### config.mk
export PLATFORM = sky130hd
export DESIGN_NAME = ball_engine_multi
export DESIGN_NICKNAME = d
export VERILOG_FILES = /design/src/rtl/ball_engine_multi.sv
export SDC_FILE = /design/constraint.sdc
export NUM_CORES = 1
export LEC_CHECK = 0
export ABC_AREA = 1
export BUFFER_PORTS_ARGS = -buffer_cell sky130_fd_sc_hd__buf_2
export CAP_MARGIN = 40
export CORE_MARGIN = 5
export CORE_UTILIZATION = 27
export CTS_CLUSTER_DIAMETER = 40
export CTS_CLUSTER_SIZE = 20
export DETAILED_ROUTE_END_ITERATION = 6
export PLACE_DENSITY = 0.43
export SYNTH_ARGS = -nofsm -noshare
export SYNTH_HDL_FRONTEND = slang
export SYNTH_SLANG_ARGS = --single-unit
export TNS_END_PERCENT = 5
### constraint.sdc
create_clock -name clk_clk -period 4.85 [get_ports clk_clk]
set_input_delay 0.97 -clock clk_clk [delete_from_list [all_inputs] [get_ports clk_clk]]
set_output_delay 0.97 -clock clk_clk [all_outputs]
set_load 0.05 [all_outputs]
### src/rtl/ball_engine_multi.sv
// Multi-ball engine: each frame tick moves NB_BALLS balls in turn, bouncing them off walls, paddle and bricks.
// Optional feature macro BALL_SPEEDUP_EN: step grows by 1 every 8 brick hits, capped at 2*STEP.
module ball_engine_multi #(
    parameter int NB_BALLS    = 2,
    parameter int COORD_W     = 11,
    parameter int SCREEN_W    = 640,
    parameter int SCREEN_H    = 480,
    parameter int BALL_SIZE   = 8,
    parameter int STEP        = 2,
    parameter int PADDLE_Y    = 460,
    parameter int PADDLE_W    = 64,
    parameter int BRICK_COLS  = 16,
    parameter int BRICK_ROWS  = 8,
    parameter int BRICK_W_L2  = 5,
    parameter int BRICK_H_L2  = 4,
    parameter int BRICK_ADR_W = 9,
    parameter int BRICK_LAT   = 2
) (
    input  logic                        clk_clk,
    input  logic                        reset_reset_n,
    input  logic                        en_export,
    input  logic [COORD_W-1:0]          pos_raquette_export,
    output logic [BRICK_ADR_W-1:0]      adr_brique_export,
    input  logic                        brique_morte_export,
    output logic                        brique_hit,
    output logic [NB_BALLS*COORD_W-1:0] x_position_export,
    output logic [NB_BALLS*COORD_W-1:0] y_position_export,
    output logic [NB_BALLS-1:0]         ball_alive,
    output logic                        perdu_export,
    output logic                        fincalcul_export,
    output logic                        busy
);
    localparam int IDX_W  = (NB_BALLS > 1) ? $clog2(NB_BALLS) : 1;
    localparam int WAIT_W = (BRICK_LAT > 1) ? $clog2(BRICK_LAT) : 1;
    localparam int SW     = COORD_W + 1;

    localparam logic signed [SW-1:0] L_ZERO = '0;
    localparam logic signed [SW-1:0] L_BS   = SW'(BALL_SIZE);
    localparam logic signed [SW-1:0] L_SCW  = SW'(SCREEN_W);
    localparam logic signed [SW-1:0] L_SCH  = SW'(SCREEN_H);
    localparam logic signed [SW-1:0] L_PDY  = SW'(PADDLE_Y);

    typedef enum logic [2:0] {S_IDLE, S_MOVE, S_LOOKUP, S_WAIT, S_RESOLVE, S_DONE} state_t;

    state_t                  r_state, w_next;
    logic [COORD_W-1:0]      r_x [NB_BALLS];
    logic [COORD_W-1:0]      r_y [NB_BALLS];
    logic [NB_BALLS-1:0]     r_dx, r_dy, r_alive;
    logic [IDX_W-1:0]        r_idx;
    logic [WAIT_W-1:0]       r_wait;
    logic [BRICK_ADR_W-1:0]  r_adr;
    logic                    r_nobrick, r_hit, r_perdu, r_fin, r_busy;

    logic [COORD_W-1:0]      w_step, w_x_cur, w_y_cur, w_new_x, w_new_y;
    logic                    w_dx_cur, w_dy_cur, w_new_dx, w_new_dy, w_lost;
    logic                    w_last, w_overlap, w_in_zone, w_hit_now;
    logic signed [SW-1:0]    w_stp, w_xs, w_ys, w_nx, w_ny;
    logic [SW-1:0]           w_xu, w_pu, w_cx, w_cy, w_row, w_col;
    logic [BRICK_ADR_W-1:0]  w_adr;

`ifdef BALL_SPEEDUP_EN
    logic [2:0]          r_hits;
    logic [COORD_W-1:0]  r_step;

    always_ff @(posedge clk_clk or negedge reset_reset_n) begin
        if (!reset_reset_n) begin
            r_hits <= '0;
            r_step <= COORD_W'(STEP);
        end else if (w_hit_now) begin
            r_hits <= r_hits + 3'd1;
            if (r_hits == 3'd7 && r_step < COORD_W'(2 * STEP))
                r_step <= r_step + COORD_W'(1);
        end
    end
    assign w_step = r_step;
`else
    assign w_step = COORD_W'(STEP);
`endif

    assign w_x_cur   = r_x[r_idx];
    assign w_y_cur   = r_y[r_idx];
    assign w_dx_cur  = r_dx[r_idx];
    assign w_dy_cur  = r_dy[r_idx];
    assign w_last    = (r_idx == IDX_W'(NB_BALLS - 1));
    assign w_hit_now = (r_state == S_RESOLVE) && !brique_morte_export && !r_nobrick && r_alive[r_idx];

    // Candidate positions carry one extra sign bit so a move past 0 shows up as negative
    assign w_stp = signed'({1'b0, w_step});
    assign w_xs  = signed'({1'b0, w_x_cur});
    assign w_ys  = signed'({1'b0, w_y_cur});
    assign w_nx  = w_dx_cur ? (w_xs + w_stp) : (w_xs - w_stp);
    assign w_ny  = w_dy_cur ? (w_ys + w_stp) : (w_ys - w_stp);

    assign w_xu      = {1'b0, w_x_cur};
    assign w_pu      = {1'b0, pos_raquette_export};
    assign w_overlap = (w_xu < w_pu + SW'(PADDLE_W)) && (w_xu + SW'(BALL_SIZE) > w_pu);

    always_comb begin
        w_new_x  = w_x_cur;
        w_new_dx = w_dx_cur;
        w_new_y  = w_y_cur;
        w_new_dy = w_dy_cur;
        w_lost   = 1'b0;
        if (w_nx <= L_ZERO) begin
            w_new_x  = '0;
            w_new_dx = 1'b1;
        end else if (w_nx + L_BS >= L_SCW) begin
            w_new_x  = COORD_W'(SCREEN_W - BALL_SIZE);
            w_new_dx = 1'b0;
        end else begin
            w_new_x = w_nx[COORD_W-1:0];
        end
        if (w_ny <= L_ZERO) begin
            w_new_y  = '0;
            w_new_dy = 1'b1;
        end else if (w_dy_cur && (w_ny + L_BS >= L_PDY) && (w_ys + L_BS < L_PDY) && w_overlap) begin
            w_new_y  = COORD_W'(PADDLE_Y - BALL_SIZE);
            w_new_dy = 1'b0;
        end else if (w_ny + L_BS >= L_SCH) begin
            w_lost   = 1'b1;
            w_new_x  = w_x_cur;
            w_new_dx = w_dx_cur;
        end else begin
            w_new_y = w_ny[COORD_W-1:0];
        end
    end

    assign w_cx      = w_xu + SW'(BALL_SIZE / 2);
    assign w_cy      = {1'b0, w_y_cur} + SW'(BALL_SIZE / 2);
    assign w_in_zone = (w_cy < SW'(BRICK_ROWS << BRICK_H_L2)) && (w_cx < SW'(BRICK_COLS << BRICK_W_L2));
    assign w_row     = w_cy >> BRICK_H_L2;
    assign w_col     = w_cx >> BRICK_W_L2;
    assign w_adr     = BRICK_ADR_W'(w_row * SW'(BRICK_COLS) + w_col);

    always_ff @(posedge clk_clk or negedge reset_reset_n) begin
        if (!reset_reset_n) r_state <= S_IDLE;
        else                r_state <= w_next;
    end

    always_comb begin
        w_next = r_state;
        unique case (r_state)
            S_IDLE:    if (en_export) w_next = S_MOVE;
            S_MOVE:    w_next = S_LOOKUP;
            S_LOOKUP:  w_next = S_WAIT;
            S_WAIT:    if (r_wait == WAIT_W'(BRICK_LAT - 1)) w_next = S_RESOLVE;
            S_RESOLVE: w_next = w_last ? S_DONE : S_MOVE;
            S_DONE:    w_next = S_IDLE;
            default:   w_next = S_IDLE;
        endcase
    end

    always_ff @(posedge clk_clk or negedge reset_reset_n) begin
        if (!reset_reset_n) begin
            for (int i = 0; i < NB_BALLS; i++) begin
                r_x[i]     <= COORD_W'(SCREEN_W / 2 + i * 2 * BALL_SIZE);
                r_y[i]     <= COORD_W'(SCREEN_H / 2);
                r_dx[i]    <= (i % 2 == 0);
                r_dy[i]    <= 1'b0;
                r_alive[i] <= 1'b1;
            end
            r_idx     <= '0;
            r_wait    <= '0;
            r_adr     <= '0;
            r_nobrick <= 1'b1;
            r_hit     <= 1'b0;
            r_perdu   <= 1'b0;
            r_fin     <= 1'b0;
            r_busy    <= 1'b0;
        end else begin
            r_hit  <= 1'b0;
            r_fin  <= (w_next == S_DONE);
            r_busy <= (w_next != S_IDLE);
            unique case (r_state)
                S_IDLE: r_idx <= '0;
                S_MOVE: begin
                    r_wait <= '0;
                    if (r_alive[r_idx]) begin
                        r_x[r_idx]  <= w_new_x;
                        r_y[r_idx]  <= w_new_y;
                        r_dx[r_idx] <= w_new_dx;
                        r_dy[r_idx] <= w_new_dy;
                        if (w_lost) r_alive[r_idx] <= 1'b0;
                    end
                end
                S_LOOKUP: begin
                    r_nobrick <= !w_in_zone;
                    if (w_in_zone) r_adr <= w_adr;
                end
                S_WAIT: r_wait <= r_wait + WAIT_W'(1);
                S_RESOLVE: begin
                    // Brick reply is only trusted here, BRICK_LAT cycles after the address settled
                    if (w_hit_now) begin
                        r_hit       <= 1'b1;
                        r_dy[r_idx] <= ~r_dy[r_idx];
                    end
                    if (!w_last) r_idx <= r_idx + IDX_W'(1);
                end
                S_DONE: if (r_alive == '0) r_perdu <= 1'b1;
                default: ;
            endcase
        end
    end

    always_comb begin
        for (int i = 0; i < NB_BALLS; i++) begin
            x_position_export[i*COORD_W +: COORD_W] = r_x[i];
            y_position_export[i*COORD_W +: COORD_W] = r_y[i];
        end
    end

    assign adr_brique_export = r_adr;
    assign brique_hit        = r_hit;
    assign ball_alive        = r_alive;
    assign perdu_export      = r_perdu;
    assign fincalcul_export  = r_fin;
    assign busy              = r_busy;
endmodule

==> out/qor.yml, run 1 <==
run_status:
  status: "finished clean"
global_route:
  grt_use_total: 0.158
  grt_pass1_vias: 5903
  grt_util_met2: 0.246
  use_met1: 0.229
  grt_max_degree: 37
  antenna_found_initial: 1
  busiest_layer: "met2"
  grt_overflow_total: 0
  grt_pass1_wl_mm: 32.7
  use_met3: 0.0323
critical_path:
  startpoint: "r_idx"
  critical_path_arrival_ps: 4510
  r2r_cells: 27
  critPathMaxFanout: 25
  rr_startpoint: "r_idx"
  r2r_slack_ps: 580
  crit_type: "register to register"
  crit_path_start_kind: "register"
  cp_data_required_time_ps: 5090
  r2r-end: "x_position_export[11]"
  end_kind: "register"
layout:
  final_cell_area_um2: 7190
  diodes: 0
  layout-drive-gt1-share: 0.153
  areaGrowthSynthToFinish_pct: 18.3
  mostFrequentLayoutCells: "nand2_1, inv_1, buf_2, nor2_1, nand3_1"
  fin_nets: 1074
  final_common_cell: "nand2_1"
  utilization: 0.320
sta:
  max_freq_mhz: 234
  period_minus_slack_ps: 4270
  fin_crit_sh: 0.880
  fin_tns_setup_ps: 0
  finalSetupViolations: 0
  rsz0062_at_grt: "no"
  hold_violations: 0
  setup_ws_ps: 581
  finClkSkew_ps: 13.3
  worst_pin_slew_ps: 634
  drv_slew: 0
  slew_headroom: 0.575
detailed_routing:
  drc: 0
  wl_per_cell_um: 15.4
  detail-route-antenna-nets: 0
  drtPass1Iterations: 5
  vias: 6140
  vias_per_cell: 4.72
  drt_iter0_drc: 351
  routed_wl_mm: 20.1
yosys:
  yosysSeqAreaShare: 0.288
  syn-mean-instance-area_um2: 6.56
  synthDistinctLibCells: 44
  synth.area.top_cells: "dfrtp_1, nand2_1, ha_1"
  synth_top_area_share: 0.214
  synth_ff_type: "dfrtp_1"
  yosys.area.top_type: "dfrtp_1"
  netlist_area_um2: 6080
  yosysWarnings: 0
  postSynth.asyncResetShare: 1.00
  ys_seq_elements: 69
  syn_nets: 990
  synth_edf_count: 0
  synth_cells: 927
cts:
  cts_tree: "done"
  post_cts_buffers: 0
  htreeDepth: 3
  clk_pin_slew_ps: 60
  max-clock-path-buffers: 2
  cts_hold_buf: 0
  clk_latency_ps: 340
  numCtsBuffers: 9
  cts.sinks: 69
  cts-root-buf: "clkbuf_16"
  cts_resized: 0
hold_path:
  holdPathEnd: "r_nobrick"
  hold_class: "register to register"
  hp-start: "r_nobrick"
  hold_path_depth: 2
place:
  preCtsSetupSlack_ps: 620
  routabilityCongestion: 0.868
  place_area_um2: 6880
  io_buffers: 73
  dp_hpwl_mm: 15.7
flow_run:
  max_cap_viol_count: 0
floorplanning:
  start_util: 0.271
  io_pins: 74
  die_h_um: 160
  row_count: 55
  core_area_um2: 22400
  fp.dieArea_um2: 25600
  die_w_um: 160
[how the worst max path moves through the flow]
| stage | slack, ps | to |
|---|---|---|
| detailed placement | 620 | x_position_export[11] |
| finish | 580 | x_position_export[11] |
| global route | 60 | x_position_export[11] |
| CTS | 610 | x_position_export[11] |
| floorplan | 920 | x_position_export[19] |
| global placement | 670 | x_position_export[0] |
[worst max-delay path: stages, from the launching register on]
cell	delay, ps
dfrtp_1	400
buf_4	340
nand2_1	90
o21ai_0	70
buf_4	150
inv_1	70
ha_1	360
nand2_1	100
inv_1	70
nand2_2	50
nand2_1	80
nand2_1	50
nand2_1	140
ha_1	160
inv_1	50
nor2_1	200
nand3_2	130
nor2_2	140
nand3_1	100
nand2_2	100
nor2_2	60
o211ai_1	100
nand2_1	110
inv_2	350
nand3_2	350
nand2_1	150
nand2_1	80
o21ai_0	140
[metal layers]
| metal | up-vias | routed length, um |
|---|---|---|
| li1 | 3156 | - |
| met5 | - | 13 |
| met1 | 2822 | 10300 |
| met3 | 18 | 955 |
| met2 | 142 | 8650 |
| met4 | 2 | 220 |
[synth_stat cells (3+ instances only)]
library cell	instances
nor3_1	10
o21a_1	6
nor3_2	3
o21ai_1	20
nand3b_1	5
clkinv_1	3
o2111ai_1	4
dfrtp_1	52
or2_2	4
mux2i_1	3
nand4_1	29
nor2_1	70
o211ai_1	5
nor2_2	4
o21ai_0	47
inv_2	6
dfstp_2	17
inv_1	135
nand2_2	5
ha_1	45
nand3_1	55
xor2_1	18
nand3_2	3
clkbuf_1	8
buf_2	7
xnor2_1	3
a21oi_1	27
fa_1	3
nor4_1	5
nand2_1	302
o21bai_1	6
[state kept, by name (all words and copies together), names as in the netlist]
| register | cells |
|---|---|
| r_state | 3 |
| r_wait | 1 |
| y_position_export | 22 |
| busy | 1 |
| r_dy | 2 |
| r_idx | 1 |
| brique_hit | 1 |
| r_dx | 2 |
| adr_brique_export | 9 |
| fincalcul_export | 1 |
| r_nobrick | 1 |
| perdu_export | 1 |
| ball_alive | 2 |
| x_position_export | 22 |
[area by class of cell]
class,instances,area [um^2]
timing repair buffer,92,543
tap,285,357
fill,2523,15200
clock buffer,11,253
inverter,144,541
sequential,69,1750
clock inverter,5,57.6
multi-input combinational,695,3690
[per-stage QoR]
step                      cells  hold slack (ps)
after CTS                  1301              466
after global routing       1301              483
after global placement     1283              453
final                      1301              461
after floorplan             927              441
after detailed placement   1285              456
[cells by family after synthesis]
| group | synth area share |
|---|---|
| flops | 0.288 |
| mux | 0.00494 |
| buf+inv | 0.106 |
| compound gates | 0.114 |
| simple gates | 0.354 |
| xor+xnor | 0.0303 |
| fa+ha+maj | 0.103 |
Power of run 1 is left out: the tool's default activity adds up to more than one toggle a clock period on the data nets, which glitch-free logic cannot reach.
==> run 2: changes to the inputs <==
- CORE_UTILIZATION: 27 -> 30
- PLACE_DENSITY: 0.43 -> 0.47
==> run 2 against run 1 <==
Register-to-register slack about the same. Critical path depth unchanged. First-iteration DRC count is 39% higher. Highest routed layer is now met4. Routed wire length is 2.5% lower. Maximum frequency is 0.22% higher. Sequential cell count stayed put. Largest cell class unchanged. Worst hold slack better by 8.8 ps. Design area hardly changed. Sequential share of layout area barely moved. Via count up 0.80%. Critical path type unchanged. Critical endpoint is now y_position_export[17]. Clock skew shrank 7.2 ps.
==> out/qor.yml, run 2 (synthesis results as in run 1) <==
global_route:
  grt_pass1_wl_mm: 31.7
  use_met3: 0.0372
  antenna_found_initial: 0
  grt_util_met2: 0.250
  grt_use_total: 0.168
  grt_pass1_vias: 5873
  use_met1: 0.249
  busiest_layer: "met2"
  grt_max_degree: 52
  grt_overflow_total: 0
critical_path:
  end_kind: "register"
  crit_type: "register to register"
  critPathMaxFanout: 30
  critPathMaxStageDelay_ps: 510
  cp_data_required_time_ps: 5110
  critPathSlowestCell: "dfrtp_2"
  crit_path_start_kind: "register"
  cp_common_cell: "nand2_1"
  critical_path_arrival_ps: 4520
layout:
  multi_input_area_um2: 3690
  nFillCells: 2199
  utilization: 0.357
  instances_no_fill: 1284
  final_common_cell: "nand2_1"
  layout-drive-gt1-share: 0.150
  seqCellArea_um2: 1750
  diodes: 0
  fin_nets: 1072
  mostFrequentLayoutCells: "nand2_1, inv_1, buf_2, nor2_1, nand3_1"
  areaGrowthSynthToFinish_pct: 18.2
cts:
  max-clock-path-buffers: 2
  clk_latency_ps: 340
  htreeDepth: 3
  clk_pin_slew_ps: 60
  cts.sinks: 69
  cts_tree: "done"
  numCtsBuffers: 9
  cts-root-buf: "clkbuf_16"
run_status:
  status: "finished clean"
sta:
  fin_crit_sh: 0.878
  period_minus_slack_ps: 4260
  finalSetupViolations: 0
  hold_violations: 0
  finClkSkew_ps: 6.10
  fin_tns_setup_ps: 0
  max_freq_mhz: 235
  worst_pin_slew_ps: 568
  rsz0062_at_grt: "no"
  slew_headroom: 0.617
  drv_slew: 0
floorplanning:
  die_h_um: 152
  io_pins: 74
  core_area_um2: 20100
  fp.dieArea_um2: 23200
  start_util: 0.302
  row_count: 52
  die_w_um: 152
detailed_routing:
  drtPass1Iterations: 5
  drt_iter0_drc: 487
  wl_per_cell_um: 15.3
  routed_wl_mm: 19.6
  vias_per_cell: 4.82
  detail-route-antenna-nets: 0
  drc: 0
  vias: 6189
place:
  dp_hpwl_mm: 15.4
  routabilityCongestion: 0.877
  placedCellCount: 1268
  io_buffers: 73
hold_path:
  hold_class: "register to register"
flow_run:
  max_cap_viol_count: 0
[run 2: changes by cell type in the layout (fill, tap and decap cells not counted), sizes merged]
| cell | before | now |
|---|---|---|
| clkbuf | 11 | 12 |
| clkinvlp | 0 | 1 |
| buf | 92 | 90 |
| bufinv | 1 | 2 |
| inv | 142 | 141 |
| clkinv | 6 | 4 |
[run 2: timing repair]
item	CTS	global route
hold buffers	0	0
setup buffers	0	0
gates resized for setup	0	1
setup endpoints to repair	0	23
[run 2: metal layers]
metal	wire length (um)	vias to the layer above
met4	177	0
li1	-	3148
met3	1330	11
met5	0	-
met1	9760	2835
met2	8330	195
[run 2: layout make-up]
class                      count  share of cell area
inverter                     144              0.0752
sequential                    69               0.243
tap                          270              0.0470
timing repair buffer          90              0.0763
multi-input combinational    695               0.514
clock inverter                 4              0.0101
clock buffer                  12              0.0343
[run 2: path summary, 6_finish.rpt]
kind                                    start  cells after the start               endpoint  slack [ps]
worst max register to register          r_idx                     27  y_position_export[17]         590
max in group asynchronous       reset_reset_n                      2                r_dx[0]        3720
worst min register to register      r_nobrick                      2              r_nobrick         470
worst min-delay path                r_nobrick                      2              r_nobrick         470
min in group asynchronous       reset_reset_n                      1   adr_brique_export[3]         510
worst max-delay path                    r_idx                     27  y_position_export[17]         590
[run 2: metrics by stage]
step / hold WS, ps / setup WS (ps) / cell area, um^2
after detailed placement: 454 / 462 / 6860
final: 470 / 590 / 7180
after floorplan: 441 / 924 / 6080
after global routing: 481 / 53.9 / 7180
after CTS: 470 / 422 / 7180
after global placement: 455 / 420 / 6810
[run 2: critical path: cells and delay by family (launching register included)]
family,cells,cell delay [ps]
buffers and inverters,6,1060
and+or+nand+nor,15,1440
AOI/OAI and AO/OA,4,560
adders and majority gates,2,610
DFF,1,510
Power of run 2 is left out for the same reason.
==> run 3: changes to the inputs <==
- CORE_UTILIZATION: 30 -> 60
- PLACE_DENSITY: 0.47 -> 0.82
==> run 3 against run 2 <==
Clock-buffer cell count stayed put. Register-to-register slack about the same. Die area decreased by 47%. Critical endpoint is now x_position_export[17]. Critical path type unchanged. Design area shrank 4.1%. Maximum frequency increased by 0.19%. Global-route usage is 11 points higher. Cell count decreased by 11%. Sequential cell count unchanged. First-iteration DRC count rose by 6.8%. Core utilization up 34 points.
==> out/qor.yml, run 3 (synthesis results as in run 1) <==
run_status:
  status: "finished clean"
floorplanning:
  io_pins: 74
  start_util: 0.619
  die_h_um: 111
  core_area_um2: 9820
  die_w_um: 111
  fp.dieArea_um2: 12200
  row_count: 36
cts:
  clk_pin_slew_ps: 70
  htreeDepth: 3
  clk_latency_ps: 340
  cts.sinks: 69
  cts-root-buf: "clkbuf_8"
  numCtsBuffers: 9
  max-clock-path-buffers: 2
  cts_tree: "done"
place:
  dp_hpwl_mm: 13.2
  routabilityCongestion: 0.922
  placedCellCount: 1131
  io_buffers: 73
critical_path:
  r2r_cells: 20
  critPathSlowestCell: "fa_1"
  critPathMaxFanout: 23
  r2r-end: "x_position_export[17]"
  critPathMaxStageDelay_ps: 500
  critical_path_arrival_ps: 4530
  crit_path_start_kind: "register"
  r2r_slack_ps: 600
  rr_startpoint: "r_idx"
  end_kind: "register"
  crit_type: "register to register"
  crit_chain: "buf_4 > o21ai_2 > inv_2 > fa_1 > xor2_1 > ha_1 > inv_1 > nor2_1 > nand3_2 > nor2_2 > nand3_1 > nand2_2 > nor2_2 > o211ai_1 > nand2_1 > inv_2 > nand3_2 > nand2_1 > nand3_1 > o21ai_1"
  cp_data_required_time_ps: 5120
sta:
  max_freq_mhz: 235
  drv_slew: 0
  period_minus_slack_ps: 4250
  slew_headroom: 0.590
  finClkSkew_ps: 5.13
  worst_pin_slew_ps: 609
  finalSetupViolations: 0
  fin_crit_sh: 0.877
  fin_tns_setup_ps: 0
  hold_violations: 0
  rsz0062_at_grt: "no"
detailed_routing:
  routed_wl_mm: 16.6
  detail-route-antenna-nets: 0
  vias_per_cell: 5.50
  drtPass1Iterations: 5
  drc: 0
  drt_iter0_drc: 520
  wl_per_cell_um: 14.4
  vias: 6311
global_route:
  grt_overflow_total: 0
  grt_pass1_wl_mm: 28.1
  busiest_layer: "met2"
  grt_pass1_vias: 5898
  grt_util_met2: 0.413
  use_met3: 0.0529
  use_met1: 0.396
  grt_max_degree: 40
  antenna_found_initial: 0
  grt_use_total: 0.273
layout:
  instances_no_fill: 1147
  mostFrequentLayoutCells: "nand2_1, inv_1, buf_2, nor2_1, nand3_1"
  final_common_cell: "nand2_1"
  fin_nets: 1072
  diodes: 0
  layout-drive-gt1-share: 0.150
  areaGrowthSynthToFinish_pct: 13.4
hold_path:
  hold_class: "input port to asynchronous set/reset pin"
flow_run:
  max_cap_viol_count: 0
[run 3: cell count changes in the layout (fill, tap and decap cells not counted), sizes merged]
cell / delta
clkinv: +1
clkinvlp: -1
[run 3: worst max-delay path by stage]
stage	to	from	depth (start not counted)	slack (ps)
global placement	x_position_export[21]	r_idx	26	690
detailed placement	x_position_export[12]	r_idx	25	590
global route	x_position_export[21]	r_idx	21	100
CTS	x_position_export[12]	r_idx	25	570
floorplan	x_position_export[19]	r_idx	27	920
finish	x_position_export[17]	r_idx	20	600
[run 3: cell type report]
| class | instances | area, um^2 |
|---|---|---|
| Tap cell | 133 | 166 |
| Fill cell | 887 | 2930 |
| Clock inverter | 4 | 70.1 |
| Clock buffer | 12 | 155 |
| Sequential cell | 69 | 1750 |
| Multi-Input combinational cell | 695 | 3690 |
| Inverter | 144 | 541 |
| Timing Repair Buffer | 90 | 523 |
[run 3: stage by stage]
step | worst slack (ps) | cell area, um^2 | hold slack (ps) | util
6_report | 598 | 6890 | 444 | 0.702
5_1_grt | 105 | 6890 | 439 | 0.702
4_1_cts | 568 | 6890 | 435 | 0.702
3_5_place_dp | 588 | 6670 | 458 | 0.679
3_3_place_gp | 690 | 6620 | 456 | 0.674
2_1_floorplan | 924 | 6080 | 441 | -
[run 3: worst max-delay path: cells and delay by family (launching register included)]
family,cells,cell delay (ps)
compound gates,3,600
flops,1,420
simple gates,10,1420
fa+ha+maj,2,700
buf+inv,4,740
xor+xnor,1,300
[run 3: routing by layer]
layer / wire length (um) / vias up
met4: 414 / 0
met2: 7060 / 273
met5: 0 / -
li1: - / 3159
met1: 7630 / 2843
met3: 1460 / 36
[run 3: timing repair]
action / CTS / global route
resized for setup: 0 / 1
hold buffers: 0 / 0
setup endpoints to repair: 0 / 13
buffers inserted: 0 / 0
Power of run 3 is left out for the same reason.
